--- config.mk ---
export PLATFORM = sky130hd
export DESIGN_NAME = peridot_pfc_uart
export DESIGN_NICKNAME = d
export VERILOG_FILES = /design/src/rtl/peridot_pfc_uart_pkg.sv /design/src/rtl/peridot_pfc_uart_rx.sv /design/src/rtl/peridot_pfc_uart.sv
export SDC_FILE = /design/constraint.sdc
export NUM_CORES = 1
export LEC_CHECK = 0
export ABC_AREA = 1
export BUFFER_PORTS_ARGS = -buffer_cell sky130_fd_sc_hd__clkbuf_2
export CAP_MARGIN = 10
export CORE_MARGIN = 4
export CORE_UTILIZATION = 30
export DETAILED_ROUTE_END_ITERATION = 7
export PLACE_DENSITY_LB_ADDON = 0.2
export RECOVER_POWER = 50
export SLEW_MARGIN = 20
export SYNTH_ARGS = -nofsm -noshare
export SYNTH_HDL_FRONTEND = slang
export SYNTH_HIERARCHICAL = 1
export SYNTH_SLANG_ARGS = --single-unit
--- constraint.sdc ---
create_clock -name csi_clk -period 2.34 [get_ports csi_clk]
set_clock_uncertainty 0.2 [all_clocks]
set_input_delay 0 -clock csi_clk [delete_from_list [all_inputs] [get_ports csi_clk]]
set_output_delay 0 -clock csi_clk [all_outputs]
set_load 0.01 [all_outputs]
--- src/rtl/peridot_pfc_uart_pkg.sv ---
// Shared definitions for the PERIDOT pin-function-controller UART:
// register map, status bit positions and the frame FSM encoding.
package peridot_pfc_uart_pkg;

    localparam int unsigned DIV_W  = 16;
    localparam int unsigned BYTE_W = 8;
    localparam int unsigned BUS_W  = 32;
    localparam int unsigned FUNC_W = 8;

    localparam logic [1:0] REG_DATA = 2'd0;
    localparam logic [1:0] REG_STAT = 2'd1;
    localparam logic [1:0] REG_DIV  = 2'd2;

    localparam int unsigned STAT_TXREADY = 0;
    localparam int unsigned STAT_RXVALID = 1;
    localparam int unsigned STAT_OVERRUN = 2;
    localparam int unsigned STAT_FERR    = 3;
    localparam int unsigned STAT_RXIE    = 8;
    localparam int unsigned STAT_TXIE    = 9;

    typedef enum logic [1:0] {
        UART_IDLE  = 2'd0,
        UART_START = 2'd1,
        UART_DATA  = 2'd2,
        UART_STOP  = 2'd3
    } uart_state_e;

endpackage

--- src/rtl/peridot_pfc_uart_rx.sv ---
// 8N1 receiver: 2-FF synchronizer, start-edge detect with mid-bit glitch
// rejection, LSB-first data capture and stop-bit check.
module peridot_pfc_uart_rx
    import peridot_pfc_uart_pkg::*;
(
    input  logic              clk,
    input  logic              rst_n,
    input  logic              i_rxd,
    input  logic [DIV_W-1:0]  i_divider,
    output logic [BYTE_W-1:0] o_rx_byte,
    output logic              o_rx_done,
    output logic              o_rx_ferr
);

    localparam int unsigned HALF_W = DIV_W + 1;

    logic [1:0]        r_sync;
    logic              r_prev;
    uart_state_e       r_state,  w_state_nxt;
    logic [DIV_W-1:0]  r_cnt,    w_cnt_nxt;
    logic [DIV_W-1:0]  r_div,    w_div_nxt;
    logic [2:0]        r_bit,    w_bit_nxt;
    logic [BYTE_W-1:0] r_shift,  w_shift_nxt;
    logic              r_done,   w_done_nxt;
    logic              r_ferr,   w_ferr_nxt;

    logic              w_rxd;
    logic              w_fall;
    logic [DIV_W-1:0]  w_half;
    logic              w_bit_end;

    assign w_rxd     = r_sync[1];
    assign w_fall    = r_prev & ~w_rxd;
    assign w_half    = DIV_W'((HALF_W'(r_div) + HALF_W'(1)) >> 1);
    assign w_bit_end = (r_cnt == r_div);

    always_ff @(posedge clk or negedge rst_n) begin
        if (!rst_n) begin
            r_sync <= 2'b11;
            r_prev <= 1'b1;
        end else begin
            r_sync <= {r_sync[0], i_rxd};
            r_prev <= w_rxd;
        end
    end

    always_ff @(posedge clk or negedge rst_n) begin
        if (!rst_n) begin
            r_state <= UART_IDLE;
            r_cnt   <= '0;
            r_div   <= '0;
            r_bit   <= '0;
            r_shift <= '0;
            r_done  <= 1'b0;
            r_ferr  <= 1'b0;
        end else begin
            r_state <= w_state_nxt;
            r_cnt   <= w_cnt_nxt;
            r_div   <= w_div_nxt;
            r_bit   <= w_bit_nxt;
            r_shift <= w_shift_nxt;
            r_done  <= w_done_nxt;
            r_ferr  <= w_ferr_nxt;
        end
    end

    // With a zero divider the mid-bit offset is 0, so the edge cycle itself is the start sample.
    always_comb begin
        w_state_nxt = r_state;
        w_cnt_nxt   = r_cnt;
        w_div_nxt   = r_div;
        w_bit_nxt   = r_bit;
        w_shift_nxt = r_shift;
        w_done_nxt  = 1'b0;
        w_ferr_nxt  = 1'b0;
        case (r_state)
            UART_IDLE: begin
                if (w_fall) begin
                    w_div_nxt = i_divider;
                    w_bit_nxt = '0;
                    if (i_divider == '0) begin
                        w_state_nxt = UART_DATA;
                        w_cnt_nxt   = '0;
                    end else begin
                        w_state_nxt = UART_START;
                        w_cnt_nxt   = DIV_W'(1);
                    end
                end
            end
            UART_START: begin
                if (r_cnt == w_half) begin
                    w_cnt_nxt   = '0;
                    w_state_nxt = w_rxd ? UART_IDLE : UART_DATA;
                end else begin
                    w_cnt_nxt = r_cnt + DIV_W'(1);
                end
            end
            UART_DATA: begin
                if (w_bit_end) begin
                    w_cnt_nxt   = '0;
                    w_shift_nxt = {w_rxd, r_shift[BYTE_W-1:1]};
                    if (r_bit == 3'd7) begin
                        w_state_nxt = UART_STOP;
                    end else begin
                        w_bit_nxt = r_bit + 3'd1;
                    end
                end else begin
                    w_cnt_nxt = r_cnt + DIV_W'(1);
                end
            end
            UART_STOP: begin
                if (w_bit_end) begin
                    w_cnt_nxt   = '0;
                    w_state_nxt = UART_IDLE;
                    w_done_nxt  = w_rxd;
                    w_ferr_nxt  = ~w_rxd;
                end else begin
                    w_cnt_nxt = r_cnt + DIV_W'(1);
                end
            end
            default: w_state_nxt = UART_IDLE;
        endcase
    end

    assign o_rx_byte = r_shift;
    assign o_rx_done = r_done;
    assign o_rx_ferr = r_ferr;

endmodule

--- src/rtl/peridot_pfc_uart.sv ---
// Avalon-MM 8N1 UART on the function side of the PERIDOT pin controller:
// register file, TX frame FSM and function-bus mapping.
module peridot_pfc_uart
    import peridot_pfc_uart_pkg::*;
#(
    parameter logic [15:0] DEFAULT_DIVIDER = 16'd867,
    parameter int unsigned RXD_FUNC_BIT    = 1,
    parameter int unsigned TXD_FUNC_BIT    = 0
) (
    input  logic        csi_clk,
    input  logic        rsi_reset_n,
    input  logic [1:0]  avs_address,
    input  logic        avs_read,
    output logic [31:0] avs_readdata,
    input  logic        avs_write,
    input  logic [31:0] avs_writedata,
    output logic        ins_irq,
    input  logic [7:0]  coe_function_din,
    output logic [7:0]  coe_function_dout,
    output logic [7:0]  coe_function_oe
);

    logic [DIV_W-1:0]  r_divider;
    logic [BYTE_W-1:0] r_rx_byte;
    logic              r_rxvalid;
    logic              r_overrun;
    logic              r_ferr;
    logic              r_rxie;
    logic              r_txie;
    logic              r_irq;

    uart_state_e       r_tx_state, w_tx_state_nxt;
    logic [DIV_W-1:0]  r_tx_cnt,   w_tx_cnt_nxt;
    logic [DIV_W-1:0]  r_tx_div,   w_tx_div_nxt;
    logic [BYTE_W-1:0] r_tx_shift, w_tx_shift_nxt;
    logic [2:0]        r_tx_bit,   w_tx_bit_nxt;
    logic              r_txd,      w_txd_nxt;
    logic              r_txready,  w_txready_nxt;

    logic              w_wr_data;
    logic              w_wr_stat;
    logic              w_wr_div;
    logic              w_rd_data;
    logic              w_tx_tick;
    logic [BYTE_W-1:0] w_rx_byte;
    logic              w_rx_done;
    logic              w_rx_ferr;
    logic [BUS_W-1:0]  w_stat;
    logic              w_unused;

    assign w_wr_data = avs_write & (avs_address == REG_DATA);
    assign w_wr_stat = avs_write & (avs_address == REG_STAT);
    assign w_wr_div  = avs_write & (avs_address == REG_DIV);
    assign w_rd_data = avs_read  & (avs_address == REG_DATA);
    assign w_tx_tick = (r_tx_cnt == r_tx_div);
    assign w_unused  = &{1'b0, avs_writedata[31:16], coe_function_din};

    peridot_pfc_uart_rx u_rx (
        .clk       (csi_clk),
        .rst_n     (rsi_reset_n),
        .i_rxd     (coe_function_din[RXD_FUNC_BIT]),
        .i_divider (r_divider),
        .o_rx_byte (w_rx_byte),
        .o_rx_done (w_rx_done),
        .o_rx_ferr (w_rx_ferr)
    );

    // Register file; hardware set beats a same-cycle read clear or W1C.
    always_ff @(posedge csi_clk or negedge rsi_reset_n) begin
        if (!rsi_reset_n) begin
            r_divider <= DEFAULT_DIVIDER;
            r_rx_byte <= '0;
            r_rxvalid <= 1'b0;
            r_overrun <= 1'b0;
            r_ferr    <= 1'b0;
            r_rxie    <= 1'b0;
            r_txie    <= 1'b0;
            r_irq     <= 1'b0;
        end else begin
            if (w_wr_div) begin
                r_divider <= avs_writedata[DIV_W-1:0];
            end
            if (w_wr_stat) begin
                r_rxie <= avs_writedata[STAT_RXIE];
                r_txie <= avs_writedata[STAT_TXIE];
            end
            if (w_rx_done) begin
                r_rx_byte <= w_rx_byte;
            end
            r_rxvalid <= w_rx_done | (r_rxvalid & ~w_rd_data);
            r_overrun <= (w_rx_done & r_rxvalid & ~w_rd_data)
                       | (r_overrun & ~(w_wr_stat & avs_writedata[STAT_OVERRUN]));
            r_ferr    <= w_rx_ferr
                       | (r_ferr & ~(w_wr_stat & avs_writedata[STAT_FERR]));
            r_irq     <= (r_rxie & r_rxvalid) | (r_txie & r_txready);
        end
    end

    always_ff @(posedge csi_clk or negedge rsi_reset_n) begin
        if (!rsi_reset_n) begin
            r_tx_state <= UART_IDLE;
            r_tx_cnt   <= '0;
            r_tx_div   <= '0;
            r_tx_shift <= '0;
            r_tx_bit   <= '0;
            r_txd      <= 1'b1;
            r_txready  <= 1'b1;
        end else begin
            r_tx_state <= w_tx_state_nxt;
            r_tx_cnt   <= w_tx_cnt_nxt;
            r_tx_div   <= w_tx_div_nxt;
            r_tx_shift <= w_tx_shift_nxt;
            r_tx_bit   <= w_tx_bit_nxt;
            r_txd      <= w_txd_nxt;
            r_txready  <= w_txready_nxt;
        end
    end

    // TX frame: divider captured at frame start, each bit held until the counter reaches it.
    always_comb begin
        w_tx_state_nxt = r_tx_state;
        w_tx_cnt_nxt   = r_tx_cnt;
        w_tx_div_nxt   = r_tx_div;
        w_tx_shift_nxt = r_tx_shift;
        w_tx_bit_nxt   = r_tx_bit;
        w_txd_nxt      = r_txd;
        w_txready_nxt  = r_txready;
        case (r_tx_state)
            UART_IDLE: begin
                if (w_wr_data) begin
                    w_tx_state_nxt = UART_START;
                    w_tx_cnt_nxt   = '0;
                    w_tx_div_nxt   = r_divider;
                    w_tx_shift_nxt = avs_writedata[BYTE_W-1:0];
                    w_tx_bit_nxt   = '0;
                    w_txd_nxt      = 1'b0;
                    w_txready_nxt  = 1'b0;
                end
            end
            UART_START: begin
                if (w_tx_tick) begin
                    w_tx_state_nxt = UART_DATA;
                    w_tx_cnt_nxt   = '0;
                    w_txd_nxt      = r_tx_shift[0];
                end else begin
                    w_tx_cnt_nxt = r_tx_cnt + DIV_W'(1);
                end
            end
            UART_DATA: begin
                if (w_tx_tick) begin
                    w_tx_cnt_nxt = '0;
                    if (r_tx_bit == 3'd7) begin
                        w_tx_state_nxt = UART_STOP;
                        w_txd_nxt      = 1'b1;
                    end else begin
                        w_tx_bit_nxt   = r_tx_bit + 3'd1;
                        w_tx_shift_nxt = {1'b0, r_tx_shift[BYTE_W-1:1]};
                        w_txd_nxt      = r_tx_shift[1];
                    end
                end else begin
                    w_tx_cnt_nxt = r_tx_cnt + DIV_W'(1);
                end
            end
            UART_STOP: begin
                if (w_tx_tick) begin
                    w_tx_state_nxt = UART_IDLE;
                    w_tx_cnt_nxt   = '0;
                    w_txready_nxt  = 1'b1;
                end else begin
                    w_tx_cnt_nxt = r_tx_cnt + DIV_W'(1);
                end
            end
            default: w_tx_state_nxt = UART_IDLE;
        endcase
    end

    always_comb begin
        w_stat               = '0;
        w_stat[STAT_TXREADY] = r_txready;
        w_stat[STAT_RXVALID] = r_rxvalid;
        w_stat[STAT_OVERRUN] = r_overrun;
        w_stat[STAT_FERR]    = r_ferr;
        w_stat[STAT_RXIE]    = r_rxie;
        w_stat[STAT_TXIE]    = r_txie;
    end

    always_comb begin
        avs_readdata = '0;
        case (avs_address)
            REG_DATA: avs_readdata = {{(BUS_W-BYTE_W){1'b0}}, r_rx_byte};
            REG_STAT: avs_readdata = w_stat;
            REG_DIV:  avs_readdata = {{(BUS_W-DIV_W){1'b0}}, r_divider};
            default:  avs_readdata = '0;
        endcase
    end

    always_comb begin
        coe_function_dout               = '0;
        coe_function_oe                 = '0;
        coe_function_dout[TXD_FUNC_BIT] = r_txd;
        coe_function_oe[TXD_FUNC_BIT]   = 1'b1;
    end

    assign ins_irq = r_irq;

endmodule
Yosys cells after proc, flatten, opt, wreduce, memory -nomap -nowiden
Cells that the tools add are included.
{"block": "classes", "add_sub_neg": 5, "eq_ne": 25, "n_mux": 46, "n_bitwise": 22, "reduce_logical": 19}
{"operator": "16-bit one-hot mux with 3 select lines", "count": 2}
{"operator": "16-bit 2-to-1 mux", "count": 5}
{"operator": "16-bit == test", "count": 3}
{"operator": "16-bit by 1-bit adder with 16-bit output (second input constant)", "count": 2}
{"operator": "16-bit one-hot mux with 2 select lines", "count": 1}
{"operator": "2-bit 2-to-1 mux", "count": 12}
{"operator": "8-bit 2-to-1 mux", "count": 3}
{"operator": "3-bit 2-to-1 mux", "count": 6}
{"operator": "16-bit by 1-bit adder with 17-bit output (second input constant)", "count": 1}
{"operator": "16-bit logical NOT", "count": 1}
{"operator": "2-bit one-hot mux with 4 select lines", "count": 2}
{"operator": "8-bit one-hot mux with 2 select lines", "count": 1}
{"operator": "1-bit AND", "count": 14}
{"operator": "2-bit inequality test (second input constant)", "count": 7}
{"operator": "3-bit one-hot mux with 2 select lines", "count": 2}
{"operator": "4-bit AND reduction", "count": 3}
{"operator": "2-bit == test (second input constant)", "count": 5}
{"operator": "1-bit 2-to-1 mux", "count": 10}
{"operator": "2-bit by 1-bit inequality test with 1-bit output (second input constant)", "count": 5}
{"operator": "5-bit AND reduction", "count": 2}
{"operator": "3-bit by 1-bit adder with 3-bit output (second input constant)", "count": 2}
{"operator": "2-bit by 1-bit == test with 1-bit output (second input constant)", "count": 3}
{"operator": "3-bit == test (second input constant)", "count": 2}
{"operator": "2-bit logical NOT", "count": 3}
{"operator": "other kinds (10)", "count": 20}
{"block": "totals", "register_bits": 127, "input_bits": 46, "output_inout_bits": 49, "word_cells": 141}

Longest topological paths before layout
{"block": "depth", "ltp_word": 6, "depth_mapped": 16, "mapped_depth_nobuf": 14}

Modules after synthesis
The synthesis kept the hierarchy.
{"mod": "peridot_pfc_uart", "n_inst": 1, "cells_per_inst": 539, "area_each_um2": 4206.5, "seq_area_each_um2": 1936.9}
{"mod": "peridot_pfc_uart_rx", "n_inst": 1, "cells_per_inst": 452, "area_each_um2": 3240.6, "seq_area_each_um2": 1255.0}

Worst setup path before layout
OpenSTA, ideal clock, no wires.
{"block": "synth_path", "path_kind": "reg2reg", "startpoint": "reg u_rx.r_div[1]", "endpoint": "reg u_rx.r_cnt[15]", "setup_ns": 0.117, "arrival_ns": 1.783, "t_required_ns": 2.023, "setup_slack_ns": 0.240, "stages_incl_launch_ff": 15, "n_path_buf": 1, "synth_period_minus_slack_ns": 2.100, "path_cell_list": "dfrtp_1 > ha_1 > nand2_1 > nor2_4 > nand2_2 > nor2_1 > xor2_1 > nand2_1 > nor2_1 > nand3_2 > nand2_2 > o21ai_2 > buf_6 > nand2_1 > nand2_1"}
{"block": "synth_via", "elab_chain_len": 4, "elab_cells_between_ends": 6, "cone_classes": "add/sub (1); eq/ne (2); mux (3)"}
{"item": "start, declared", "line": "peridot_pfc_uart_rx.sv:21", "source": "logic [DIV_W-1:0] r_div, w_div_nxt;"}
{"item": "start signal, assigned", "line": "peridot_pfc_uart_rx.sv:59", "source": "r_div <= w_div_nxt;"}
{"item": "16-bit by 1-bit adder with 17-bit output", "line": "peridot_pfc_uart_rx.sv:34", "source": "assign w_half = DIV_W'((HALF_W'(r_div) + HALF_W'(1)) >> 1);"}
{"item": "16-bit == test", "line": "peridot_pfc_uart_rx.sv:91", "source": "if (r_cnt == w_half) begin"}
{"item": "16-bit 2-to-1 mux", "line": "peridot_pfc_uart_rx.sv:91"}
{"item": "16-bit one-hot mux with 3 select lines *", "line": "peridot_pfc_uart_rx.sv:76", "source": "case (r_state)"}
{"item": "end signal, assigned", "line": "peridot_pfc_uart_rx.sv:58", "source": "r_cnt <= w_cnt_nxt;"}
{"item": "end, declared", "line": "peridot_pfc_uart_rx.sv:20", "source": "logic [DIV_W-1:0] r_cnt, w_cnt_nxt;"}
Mark *: on every way between the ends. The rest lies on a longest branch, timed or not.
A chain may end at the register's enable or synchronous reset.

Worst setup path in the final report
{"block": "layout_path", "startpoint": "reg u_rx.r_div[1]", "endpoint": "reg u_rx.r_state[0]"}
{"block": "layout_via", "elab_chain_len": 4, "elab_cells_between_ends": 7, "cone_classes": "add/sub (1); eq/ne (5); reduce/logical (1)"}
{"item": "16-bit by 1-bit adder with 17-bit output", "line": "peridot_pfc_uart_rx.sv:34"}
{"item": "16-bit == test", "line": "peridot_pfc_uart_rx.sv:91"}
{"item": "2-bit by 1-bit inequality test with 1-bit output (no line)"}
{"item": "5-bit AND reduction (no line) *"}
{"item": "end signal, assigned", "line": "peridot_pfc_uart_rx.sv:57", "source": "r_state <= w_state_nxt;"}
{"item": "end, declared", "line": "peridot_pfc_uart_rx.sv:19", "source": "uart_state_e r_state, w_state_nxt;"}
Marked as above.

==> out/results.txt <==
asr flop ratio synth - 1.00
Final min period - 2.29 ns
clk buf depth - 2
share of cells above drive strength 1 - 0.173
main combinational cell family by area after synthesis - simple AND/OR/NAND/NOR gates
row count - 57
fmax - 0.437 GHz
Post-Syn Instances - 991
Tot GR Track Use - 0.143
Die W - 166 microns
Ports - 95
first-pass GRT wire length - 31000 microns
DR vias - 6264
first-iteration detailed-routing DRC count - 329
htree depth - 4
CTS root buf - clkbuf_16
Clk Latency, worst-skew pair - 0.42 ns
Compound-Gate Fraction of Synth Area - 0.0943
WL met2 - 8100 microns
DP HPWL - 13600 microns
met3 wire len - 665 microns
final setup fails - 0
Port Buffers - 40
count leader, synth - nand2_1
Die ar. - 27400 sq um
Layout fillers - 2556
Synth Cell Area - 7450 sq um
clock-pin slew on the worst setup and hold paths - 0.06 ns
outcome - finished clean
Leakage Power - 4.59 nW
cts bufs inserted - 17
P per Cell Area - 1050 nW/um^2
number of flops mapped to enable cells by yosys - 0
Top Metal Used - met4
Setup crit end kind - flop
Post-synth top cells - nand2_1 (297), inv_1 (129), dfrtp_1 (116)
Area Overhead vs Synth - 21.8%
Seq cells post-synth - 127
Final Max Slew Viols - 0
Synth area leaders - dfrtp_1 (39%), nand2_1 (15%), inv_1 (6.5%)
syn avg cell area - 7.51 sq um
Slew @ Worst Pin - 1.42 ns
Core Footprint - 24400 sq um
Required @ worst endpoint - 2.45 ns
Yosys warnings - 6
Max IR drop VDD - 0.496 mV
post-synthesis xor/xnor area fraction - 0.0388
Max Cap Violations - 0
Initial Utilization - 0.305
Seq/Total Area, Yosys - 0.429
hold_ws - 0.155 ns
Hold Vio Cnt, Final - 0
slew margin rel. - 0.0561
total congestion overflow - 0
Post-Layout Inst Area - 9070 sq um
post-DR wirelength/cell - 13.1 microns
Tot Pwr - 9.51 mW
ys flop type - dfrtp_1
CTS tree - yes
multiplexer share of the synthesized area - 0.0136
Max Fanout on Critical Path - 5
adder-cell share of the synthesized area - 0.0202
Total Neg Setup Slack - 0 ns
initial antenna violation count - 0
Critical Path AT - 2.40 ns
period utilization - 0.978
cell accounting for the most synthesized area - dfrtp_1
GP Congestion - 0.831
placed cell areas - 8080 sq um
ANT nets after route - 0
largest net degree at the start of global routing - 58
DRC Markers - 0
clk sinks - 127
RSZ-0062 raised after global routing - yes
Ant. Diodes - 0
Synth Area in Simple Gates - 0.285
CP Class - reg -> reg
worst min path class - reg -> reg
Nets - 1147
Routed WL - 18600 microns
Pre-Repair DR Iteration Count - 4
vias per std cell - 4.39
critical path launch point type - flop
met1 WL - 9640 microns
vias in the first global route - 6026
Die Span Y - 166 microns
unique cell type count in the Yosys netlist - 41
top cell type's share of synthesized area - 0.390
## routing by layer
metal	GRT usage	up-vias
met5	0	-
met4	0.0405	0
met3	0.0248	12
met2	0.216	110
met1	0.210	2885
li1	-	3257
## logic make-up (layout without fill, tap and decap cells)
| family | Yosys count | count (layout) |
|---|---|---|
| AO/OA/AOI/OAI | 121 | 122 |
| XOR/XNOR | 33 | 33 |
| adder cells (fa/ha/maj) | 12 | 12 |
| buffers and inverters | 192 | 273 |
| flip-flops | 127 | 127 |
| multiplexers | 9 | 9 |
| other | 2 | 31 |
| AND/OR/NAND/NOR | 495 | 495 |
## critical path: stages, from the launching register on
cell	delay, ns
dfrtp_1	0.35
ha_2	0.21
nand2_2	0.08
nor2_4	0.20
nand2_4	0.09
nor2_1	0.11
nor2_1	0.04
nor2_1	0.09
nand3_1	0.12
nor2_2	0.11
nand3_2	0.15
nand2_4	0.13
buf_4	0.12
nand2_2	0.06
nand2_1	0.06
o21ai_1	0.06
## path summary, 6_finish.rpt
path / startpoint / to / slack [ns] / cells after the start
max in group asynchronous: rsi_reset_n / r_divider[9] / 0.23 / 4
min reg2reg: u_rx/r_sync[0] / u_rx/r_sync[1] / 0.16 / 0
min: u_rx/r_sync[0] / u_rx/r_sync[1] / 0.16 / 0
max: u_rx/r_div[1] / u_rx/r_state[0] / 0.05 / 15
min in group asynchronous: rsi_reset_n / u_rx/r_bit[0] / 0.78 / 3
max reg2reg: u_rx/r_div[1] / u_rx/r_state[0] / 0.05 / 15
## repair_timing
item                       CTS  global route
hold endpoints to repair   155             0
gates resized for setup      1            17
pin swaps                    0             5
buffers inserted             0             1
setup endpoints to repair    2            18
cloned                       0             1
hold buffers                31             0
## report_power, final
group / switching (mW) / total [mW] / internal, mW
Combinational: 2.11 / 3.43 / 1.31
Clock: 1.08 / 2.81 / 1.73
Sequential: 0.530 / 3.28 / 2.75
Total: 3.72 / 9.51 / 5.79
## cell type report
type | instances | area, sq um | area share
Sequential cell | 127 | 3190 | 0.352
Clock buffer | 18 | 439 | 0.0484
Clock inverter | 14 | 181 | 0.0200
Multi-Input combinational cell | 702 | 3550 | 0.391
Timing Repair Buffer | 108 | 806 | 0.0888
Inverter | 133 | 499 | 0.0550
Tap cell | 324 | 405 | 0.0447
## through the flow
step / setup WS [ns] / util / instances
global route: -0.122 / 0.372 / 1426
detailed placement: 0.00277 / 0.331 / 1361
finish: 0.0520 / 0.372 / 1426
floorplan: 0.240 / - / 1020
global placement: 0.0704 / 0.331 / 1361
CTS: 0.0536 / 0.370 / 1424
## flip-flops by register name, indices dropped and copies added (netlist names), 2 cells and up
name	count
r_divider	16
r_tx_cnt	16
r_tx_div	16
u_rx/r_cnt	16
u_rx/r_div	16
r_rx_byte	8
r_tx_shift	8
u_rx/o_rx_byte	8
r_tx_bit	3
u_rx/r_bit	3
r_tx_state	2
u_rx/r_state	2
u_rx/r_sync	2
## cell usage in the layout (no fill, tap or decap), types with 31 or more instances in the layout
master         netlist  final
inv_1              129    129
buf_4               33     34
conb_1               2     31
o21ai_0             55     54
nand2_1            297    293
a21oi_1             34     34
dlygate4sd3_1        0     31
dfrtp_1            116    115
nor2_1              87     83
clkbuf_2             1     36
nand3_1             46     44
No activity file was read; power rests on OpenSTA's default activity.
